`config.mk`:
```
export PLATFORM = sky130hd
export DESIGN_NAME = matmul_ctrl_fsm
export DESIGN_NICKNAME = d
export VERILOG_FILES = /design/src/rtl/matmul_ctrl_pkg.sv /design/src/rtl/matmul_acc_unit.sv /design/src/rtl/matmul_ctrl_fsm.sv
export SDC_FILE = /design/constraint.sdc
export NUM_CORES = 1
export LEC_CHECK = 0
export ABC_AREA = 1
export CORE_MARGIN = 2
export CORE_UTILIZATION = 45
export DETAILED_ROUTE_END_ITERATION = 6
export PLACE_DENSITY = 0.81
export SKIP_CTS_REPAIR_TIMING = 1
export SLEW_MARGIN = 20
export SYNTH_ARGS = -nofsm -noshare
export SYNTH_HDL_FRONTEND = slang
export SYNTH_HIERARCHICAL = 1
export SYNTH_SLANG_ARGS = --single-unit
export TNS_END_PERCENT = 100
```
`constraint.sdc`:
```
create_clock -name clk_i -period 3.6 [get_ports clk_i]
set_input_delay 0.36 -clock clk_i [delete_from_list [all_inputs] [get_ports clk_i]]
set_output_delay 0.36 -clock clk_i [all_outputs]
set_load 0.01 [all_outputs]
```
`src/rtl/matmul_ctrl_pkg.sv`:
```
// ---------------------------------------------------------------------------
// matmul_ctrl_pkg
// Shared definitions for the matrix-multiply job sequencer:
//   - ctrl_state_t : controller state encoding (IDLE, RUN, DONE)
//   - DIM_W        : width of the N/K/M dimension fields
//   - max_dim()    : largest square dimension the array supports
//   - dim_valid()  : dimension legality check (1..max inclusive)
// ---------------------------------------------------------------------------
package matmul_ctrl_pkg;

  localparam int DIM_W = 3;

  typedef enum logic [1:0] {
    IDLE = 2'd0,
    RUN  = 2'd1,
    DONE = 2'd2
  } ctrl_state_t;

  // One result element has to hold a full operand product sum, so the
  // array edge length is the ratio of result width to operand width.
  function automatic int max_dim(input int bus_width, input int data_width);
    return bus_width / data_width;
  endfunction

  function automatic logic dim_valid(input logic [DIM_W-1:0] dim, input int max_d);
    return (dim != '0) && (int'(dim) <= max_d);
  endfunction

endpackage

```
`src/rtl/matmul_acc_unit.sv`:
```
// ---------------------------------------------------------------------------
// matmul_acc_unit
// Combinational result-update datapath for every matrix element at once.
// Ports:
//   acc_mode   : 0 = replace C with array result, 1 = C + array result
//   c_old      : currently held result matrix (flattened)
//   c_new      : result matrix delivered by the array
//   flags_old  : currently held sticky overflow flags
//   flags_new  : overflow flags delivered by the array
//   c_next     : matrix to store on capture
//   flags_next : flags to store on capture
// ---------------------------------------------------------------------------
module matmul_acc_unit
  import matmul_ctrl_pkg::*;
#(
  parameter int BUS_WIDTH = 16,
  parameter int ELEMS     = 4
) (
  input  logic                       acc_mode,
  input  logic [ELEMS*BUS_WIDTH-1:0] c_old,
  input  logic [ELEMS*BUS_WIDTH-1:0] c_new,
  input  logic [ELEMS-1:0]           flags_old,
  input  logic [ELEMS-1:0]           flags_new,
  output logic [ELEMS*BUS_WIDTH-1:0] c_next,
  output logic [ELEMS-1:0]           flags_next
);

  for (genvar e = 0; e < ELEMS; e++) begin : g_elem
    logic [BUS_WIDTH-1:0] old_e;
    logic [BUS_WIDTH-1:0] new_e;
    logic [BUS_WIDTH-1:0] sum_e;
    logic                 ovf_e;

    assign old_e = c_old[e*BUS_WIDTH +: BUS_WIDTH];
    assign new_e = c_new[e*BUS_WIDTH +: BUS_WIDTH];
    assign sum_e = old_e + new_e;

    // Signed overflow: both addends share a sign but the wrapped sum does not.
    assign ovf_e = (old_e[BUS_WIDTH-1] == new_e[BUS_WIDTH-1]) &&
                   (sum_e[BUS_WIDTH-1] != old_e[BUS_WIDTH-1]);

    assign c_next[e*BUS_WIDTH +: BUS_WIDTH] = acc_mode ? sum_e : new_e;
    assign flags_next[e] = acc_mode ? (flags_old[e] | flags_new[e] | ovf_e)
                                    : flags_new[e];
  end

endmodule

```
`src/rtl/matmul_ctrl_fsm.sv`:
```
// ---------------------------------------------------------------------------
// matmul_ctrl_fsm
// Job sequencer in front of the systolic matrix-multiply array.
// Ports:
//   clk_i, rst_i                 : clock, synchronous active-high reset
//   cmd_valid_i / cmd_ready_o    : job handshake
//   n/k/m_dim_i, acc_mode_i      : job dimensions and accumulate select
//   a_matrix_i, b_matrix_i       : flattened row-major operands
//   res_valid_o / res_ready_i    : result handshake
//   c_matrix_o, flags_o, err_o   : held result, sticky overflow, abort status
//   busy_o                       : controller not idle
//   mm_start_o                   : start level to the array
//   mm_*_dim_o, mm_*_matrix_o    : job parameters latched at accept
//   mm_c_matrix_i, mm_flags_i    : array result and overflow flags
//   mm_finish_i                  : array done
// ---------------------------------------------------------------------------
module matmul_ctrl_fsm
  import matmul_ctrl_pkg::*;
#(
  parameter  int DATA_WIDTH     = 8,
  parameter  int BUS_WIDTH      = 16,
  parameter  int TIMEOUT_CYCLES = 64,
  localparam int MAX_DIM        = max_dim(BUS_WIDTH, DATA_WIDTH),
  localparam int ELEMS          = MAX_DIM * MAX_DIM,
  localparam int OP_W           = ELEMS * DATA_WIDTH,
  localparam int RES_W          = ELEMS * BUS_WIDTH
) (
  input  logic             clk_i,
  input  logic             rst_i,
  input  logic             cmd_valid_i,
  output logic             cmd_ready_o,
  input  logic [DIM_W-1:0] n_dim_i,
  input  logic [DIM_W-1:0] k_dim_i,
  input  logic [DIM_W-1:0] m_dim_i,
  input  logic             acc_mode_i,
  input  logic [OP_W-1:0]  a_matrix_i,
  input  logic [OP_W-1:0]  b_matrix_i,
  output logic             res_valid_o,
  input  logic             res_ready_i,
  output logic [RES_W-1:0] c_matrix_o,
  output logic [ELEMS-1:0] flags_o,
  output logic             err_o,
  output logic             busy_o,
  output logic             mm_start_o,
  output logic [DIM_W-1:0] mm_n_dim_o,
  output logic [DIM_W-1:0] mm_k_dim_o,
  output logic [DIM_W-1:0] mm_m_dim_o,
  output logic [OP_W-1:0]  mm_a_matrix_o,
  output logic [OP_W-1:0]  mm_b_matrix_o,
  input  logic [RES_W-1:0] mm_c_matrix_i,
  input  logic [ELEMS-1:0] mm_flags_i,
  input  logic             mm_finish_i
);

  localparam int CNT_W = (TIMEOUT_CYCLES > 1) ? $clog2(TIMEOUT_CYCLES) : 1;
  localparam logic [CNT_W-1:0] CNT_LAST = CNT_W'(TIMEOUT_CYCLES - 1);

  ctrl_state_t      state;
  logic [CNT_W-1:0] run_cnt;
  logic             acc_mode_q;
  logic [RES_W-1:0] c_next;
  logic [ELEMS-1:0] flags_next;
  logic             dims_ok;

  assign dims_ok = dim_valid(n_dim_i, MAX_DIM) &&
                   dim_valid(k_dim_i, MAX_DIM) &&
                   dim_valid(m_dim_i, MAX_DIM);

  matmul_acc_unit #(
    .BUS_WIDTH (BUS_WIDTH),
    .ELEMS     (ELEMS)
  ) u_acc (
    .acc_mode   (acc_mode_q),
    .c_old      (c_matrix_o),
    .c_new      (mm_c_matrix_i),
    .flags_old  (flags_o),
    .flags_new  (mm_flags_i),
    .c_next     (c_next),
    .flags_next (flags_next)
  );

  // Single sequencing process; every output is a register so the array and
  // the bus front end both see glitch-free levels. A bad-dimension job skips
  // RUN entirely, so the array never sees a start level for it. Finish is
  // tested before timeout, so a finish on the last allowed cycle still counts.
  always_ff @(posedge clk_i) begin
    if (rst_i) begin
      state         <= IDLE;
      run_cnt       <= '0;
      acc_mode_q    <= 1'b0;
      cmd_ready_o   <= 1'b1;
      res_valid_o   <= 1'b0;
      err_o         <= 1'b0;
      busy_o        <= 1'b0;
      mm_start_o    <= 1'b0;
      c_matrix_o    <= '0;
      flags_o       <= '0;
      mm_n_dim_o    <= '0;
      mm_k_dim_o    <= '0;
      mm_m_dim_o    <= '0;
      mm_a_matrix_o <= '0;
      mm_b_matrix_o <= '0;
    end else begin
      case (state)
        IDLE: begin
          if (cmd_valid_i) begin
            mm_n_dim_o    <= n_dim_i;
            mm_k_dim_o    <= k_dim_i;
            mm_m_dim_o    <= m_dim_i;
            mm_a_matrix_o <= a_matrix_i;
            mm_b_matrix_o <= b_matrix_i;
            acc_mode_q    <= acc_mode_i;
            run_cnt       <= '0;
            cmd_ready_o   <= 1'b0;
            busy_o        <= 1'b1;
            if (dims_ok) begin
              state      <= RUN;
              err_o      <= 1'b0;
              mm_start_o <= 1'b1;
            end else begin
              state       <= DONE;
              err_o       <= 1'b1;
              res_valid_o <= 1'b1;
            end
          end
        end
        RUN: begin
          if (mm_finish_i) begin
            c_matrix_o  <= c_next;
            flags_o     <= flags_next;
            state       <= DONE;
            mm_start_o  <= 1'b0;
            res_valid_o <= 1'b1;
          end else if (run_cnt == CNT_LAST) begin
            err_o       <= 1'b1;
            state       <= DONE;
            mm_start_o  <= 1'b0;
            res_valid_o <= 1'b1;
          end else begin
            run_cnt <= run_cnt + 1'b1;
          end
        end
        DONE: begin
          if (res_ready_i) begin
            state       <= IDLE;
            res_valid_o <= 1'b0;
            cmd_ready_o <= 1'b1;
            busy_o      <= 1'b0;
          end
        end
        default: begin
          state       <= IDLE;
          res_valid_o <= 1'b0;
          cmd_ready_o <= 1'b1;
          busy_o      <= 1'b0;
          mm_start_o  <= 1'b0;
        end
      endcase
    end
  end

endmodule

```
== Yosys cells after proc, flatten, opt, wreduce, memory -nomap -nowiden ==
Index checks and enable logic that the tools add are counted.
Widths: inputs -> output; s select.
Storage, ports and cells
  flip-flop bits (word level): 155
  bits in latches: 0
  memory bits (writable): 0
  ROM bits: 0
  bits of input ports: 147
  output and inout bits: 146
  logic and storage cells: 112
  memories kept: 0
Operators by class
  $add $sub $neg: 5
  $mul: 0
  div/mod/pow operators: 0
  $lt $le $gt $ge: 3
  eq/ne operators: 19
  shift-type cells: 0
  mux-type cells: 38
  bitwise logic cells: 10
  reductions and logical operators: 22
Operators by type and width (number)
  $add 16x16->16: 4
  $mux 16: 4
  $mux 1: 19
  $mux 6: 3
  $reduce_and 4->1: 4
  $ne 2x2->1 const B: 7
  $pmux 1 s3: 4
  $pmux 6 s2: 1
  $mux 2: 5
  $le 3x2->1 const B: 3
  $logic_and 1x1->1: 9
  $reduce_bool 3->1: 3
  $or 1x1->1: 8
  $add 6x1->6 const B: 1
  $eq 6x6->1 const B: 1
  $pmux 2 s3: 1
  $reduce_and 3->1: 2
  $eq 1x1->1: 4
  $ne 1x1->1: 4
  $reduce_and 2->1: 2
  $ne 3x3->1 const B: 1
  $eq 2x1->1 const B: 1
  $eq 2x2->1 const B: 1
  $logic_not 2->1: 1
  3 further kinds: 4

== Logic depth before layout (Yosys ltp) ==
  word-level depth: 7
  gate-level depth with buffers: 15
  mapped depth without buffers: 15

== By module ==
The synthesis kept the hierarchy.
Modules (own cells, without submodules)
  matmul_ctrl_fsm: times used 1, cells each 755, area each 5808.1 um^2, seq. area each 3103.0 um^2
  matmul_acc_unit: times used 1, cells each 785, area each 4087.7 um^2, seq. area each 0.0 um^2

== Least setup slack after synthesis ==
No wires, ideal clock.
  path type: register to register
  start point: reg c_matrix_o[0]
  end point: reg c_matrix_o[10]
  library setup time: 0.070 ns
  data arrival time: 1.866 ns
  required time: 3.530 ns
  setup slack: 1.663 ns
  cell stages (with the launch flop): 15
  buffers on the path: 0
  period minus slack after synthesis: 1.937 ns
  path through: dfxtp_1 ha_1 inv_1 fa_1 inv_1 nand2_1 o21ai_2 nand2_1 nand2_2 nand2_1 nand3b_1 nand3_1 nand2_1 nand3_1 a21oi_1
On the way
  word-level cells in the longest chain between the ends: 2
RTL lines
  start, declared: RTL line matmul_ctrl_fsm.sv:40  | output logic [RES_W-1:0] c_matrix_o,
  start signal, assigned: RTL line matmul_ctrl_fsm.sv:129  | c_matrix_o <= c_next;
  $add 16x16->16: RTL line matmul_acc_unit.sv:36  | assign sum_e = old_e + new_e;
  $mux 16: RTL line matmul_acc_unit.sv:42  | assign c_next[e*BUS_WIDTH +: BUS_WIDTH] = acc_mode ? sum_e : new_e;
  via c_next[10]: RTL line matmul_ctrl_fsm.sv:61  | logic [RES_W-1:0] c_next;
The timed path passes the listed nets, and every way through them passes these cells.
A chain may end at the register's enable or synchronous reset.

== Worst setup path in the final report ==
  start point: in mm_c_matrix_i[0]
  end point: reg c_matrix_o[10]
On the way
  word-level cells in the longest chain between the ends: 2
RTL lines
  start, declared: RTL line matmul_ctrl_fsm.sv:50  | input logic [RES_W-1:0] mm_c_matrix_i,
  $add 16x16->16: RTL line matmul_acc_unit.sv:36
  $mux 16: RTL line matmul_acc_unit.sv:42
  via c_next[10]: RTL line matmul_ctrl_fsm.sv:61
The timed path passes the listed nets, and every way through them passes these cells.

==> impl_results.md <==
- Io pins: around 300
- Area share of fa/ha/maj cells after synthesis: ~8.5%
- Worst Reg-to-Reg Cells: 14
- CP endpoint kind: flop
- Most frequent CP cell: nand2_1
- Final Skew: 0.0164 ns
- FF+latch count, synth: 155
- Pwr Density: roughly 380 nW/µm²
- CTS Buf Count: 17
- Worst Tran Pin Value: 0.991 ns
- FP Rows: 54
- Post-synthesis sequential area ratio: 31.4%
- Main combinational cell family by area after synthesis: simple AND/OR/NAND/NOR gates
- Max Slew Vio Count: 0
- Post-Synth XOR/XNOR Area: 1.68%
- First-pass GRT wire length: 51700 µm
- CP delay by family, top: simple AND/OR/NAND/NOR gates
- Setup violators final: 0
- Yosys warnings: 6
- DIE HEIGHT: 152 µm
- Post-Route WL: between 30000 and 40000 µm
- Critical setup path kind: input pin to flop
- Number of global-route vias before repair: 10900
- Detailed-route wire length per cell: 15.0 µm
- Slowest cell on crit path: clkdlybuf4s50_1
- Final worst-path cycle share: around three fifths
- Worst hold path depth: 2
- Max-Slew Margin vs Limit: between 30% and 40%
- Setup TNS Final: 0 ns
- Setup WS post-layout: 1.37 ns
- Post-DRT Antenna Nets: 0
- Reg clk slew, reported paths: 0.07 ns
- CTS H-tree lvls: 4
- Sink Count: ~160
- Arr. time, crit path: 2.59 ns
- Post-synthesis simple-gate area fraction: 36.7%
- Library cells used by synthesis: 32
- Flop2flop setup slack: 1.43 ns
- Worst path bufs/invs: 3
- Remaining global-route overflow: 0
- CP required: 3.96 ns
- Routed via count: around 11000
- Initial core utilization: a little under half
- Crit path max fanout: 4
- Max cap viols: 0
- Setup WS pre-CTS: 0.974 ns
- Mux share of post-synthesis cell area: 0%
- Startpoint Class: input pin
- Maximum clock path buffer count: 2
- Largest net degree at the start of global routing: between 90 and 100
- Final hold violations: 0
- Fin util: roughly 63%
- Synthesized area: 9900 µm²
- Area grow syn2layout: 37.0%
- Port-buffer cells: 292
- R2r endpoint: c_matrix_o[10]
- Final RePlAce weighted congestion: about 0.94
- CP Cell Sequence: clkdlybuf4s50_1 > ha_1 > inv_1 > fa_1 > inv_1 > nand2_1 > o21ai_2 > nand2_1 > nand2_2 > nand2_1 > nand3b_1 > nand3_1 > nand2_1 > nand3_1 > a21oi_1
- Peak VDD IR: 0.000273 V
- Slowest stage delay, CP: between 0.4 and 0.5 ns
- Worst hold path endpoint: mm_b_matrix_o[16]
- Syn nets: 1752
- Cells after synthesis: 1540
- Total Routing Usage GR: 26.4%
- Worst hold start: rst_i
- Worst skew pair latency: 0.43 ns
- Hold Path Class: input pin to flop
- Worst reg2reg startpoint: c_matrix_o[0]
- Layout cell share with drive strength beyond 1: 4.38%
- Drt via density: roughly 5.4
- Syn Area/Cell: 6.43 µm²
- Lkg Pwr: 5.87 nW
- Initial antenna violation count: 1
- Residual DRC: 0
- Compound-Gate Fraction of Synth Area: between 10 and 15%
- Die X: around 150 µm
- Final min period: 2.23 ns
- DRT iter0 DRCs: 682
- Root Buffer: clkbuf_16
- Status: finished, final reports clean
- Core Area: 21700 µm²
- Fmax: 449 MHz
- DP HPWL: 22200 µm
- Final nets: 2001
- Die area: 23200 µm²
- DRT Pass-1 Iters: 5
- RSZ-0062 raised after global routing: false
- CTS tree: yes
-- how the worst max path moves through the flow --
stage / startpoint / to / cells past startpoint
2_1_floorplan: c_matrix_o[0] / c_matrix_o[10] / 14
3_3_place_gp: mm_c_matrix_i[32] / c_matrix_o[46] / 15
3_5_place_dp: mm_c_matrix_i[0] / c_matrix_o[14] / 15
4_1_cts: mm_c_matrix_i[0] / c_matrix_o[14] / 15
5_1_grt: mm_c_matrix_i[0] / c_matrix_o[14] / 15
6_report: mm_c_matrix_i[0] / c_matrix_o[10] / 15
-- state kept, by name, summed over array words and instances (netlist names), 2 cells and up --
| signal | flops |
|---|---|
| mm_m_dim_o | 3 |
| mm_b_matrix_o | 32 |
| mm_a_matrix_o | 32 |
| mm_n_dim_o | 3 |
| mm_k_dim_o | 3 |
| run_cnt | 6 |
| flags_o | 4 |
| c_matrix_o | 64 |
| state | 2 |
-- kinds of logic (layout without fill, tap and decap cells) --
kind of cell	count (synthesis)	in the layout
AO/OA/AOI/OAI	268	268
XOR/XNOR	19	19
adder cells (fa/ha/maj)	65	65
buffers and inverters	197	459
flip-flops	155	155
other	0	1
AND/OR/NAND/NOR	836	836
-- layout make-up --
| cell class | count | area, µm² |
|---|---|---|
| well taps | 280 | 350 |
| repair buffers | 307 | 3040 |
| fillers | 1988 | 8130 |
| multi-input cells | 1188 | 6020 |
| clock buffers | 18 | 429 |
| diodes | 1 | 2.50 |
| inverters | 120 | 450 |
| clock inverters | 14 | 171 |
| flip-flops and latches | 155 | 3100 |
-- per-layer routing --
layer / up-vias / track usage [%] / share of wire (%)
met5: - / 0 / 0
met4: 0 / 8.86 / 2.2
met3: 41 / 6.88 / 8.2
met2: 419 / 46.8 / 49
met1: 5156 / 31.0 / 40
li1: 5565 / - / -
-- worst register-to-register path, delay by kind of cell (launching register included) --
kind | cells | cell delay (ns)
buffers and inverters | 2 | 0.13
DFF | 1 | 0.36
adders and majority gates | 2 | 0.53
and+or+nand+nor | 8 | 0.68
AOI/OAI and AO/OA | 2 | 0.40
-- synth_stat cells --
master,n,share of area (%)
nand3b_1,20,1.5
buf_4,1,0.076
nand2_1,487,18
ha_1,61,7.7
nor2_2,2,0.13
clkbuf_1,46,1.7
nand2_2,18,1.1
or2_1,4,0.25
nand3_1,215,11
o21ai_0,43,2.2
inv_2,1,0.038
and3_1,4,0.25
fa_1,4,0.81
buf_1,5,0.19
o21a_1,4,0.30
o21ai_2,1,0.089
o21bai_1,5,0.38
nor3_1,4,0.20
dfxtp_1,155,31
or2_2,1,0.063
xnor2_1,18,1.6
nor2_4,2,0.23
inv_1,119,4.5
and2_1,7,0.44
xor2_1,1,0.089
a21oi_2,2,0.18
buf_2,24,1.2
buf_6,1,0.11
nor2_1,58,2.2
o21ai_1,7,0.35
a21oi_1,206,10
nand4_1,14,0.89
-- power by group --
group | switching, mW | internal [mW]
logic | 0.781 | 0.621
registers | 0.0813 | 1.84
clock network | 0.833 | 1.05
total | 1.70 | 3.51
-- stage by stage --
| step | power (mW) | area, µm² | hold slack [ns] | cells |
|---|---|---|---|---|
| global placement | 3.32 | 13000 | 0.447 | 2050 |
| detailed placement | 3.35 | 13000 | 0.450 | 2050 |
| CTS | 5.25 | 13600 | 0.389 | 2082 |
| finish | 5.20 | 13600 | 0.397 | 2083 |
| global route | 5.49 | 13600 | 0.409 | 2083 |
| floorplan | 2.74 | 9900 | 0.459 | 1540 |
-- cell usage in the layout (no fill, tap or decap), types with 5 or more instances in the layout --
| cell type | count |
|---|---|
| inv_6 | 5 |
| nand2_1 | 485 |
| a21oi_1 | 206 |
| nand4_1 | 14 |
| clkdlybuf4s50_1 | 289 |
| buf_4 | 15 |
| clkbuf_16 | 17 |
| nand3b_1 | 20 |
| dfxtp_1 | 155 |
| inv_1 | 118 |
| ha_1 | 61 |
| nor2_1 | 58 |
| nand3_1 | 215 |
| o21ai_1 | 7 |
| nand2_2 | 20 |
| o21ai_0 | 43 |
| xnor2_1 | 18 |
| and2_1 | 7 |
| o21bai_1 | 5 |
No activity file was read; power rests on OpenSTA's default activity.
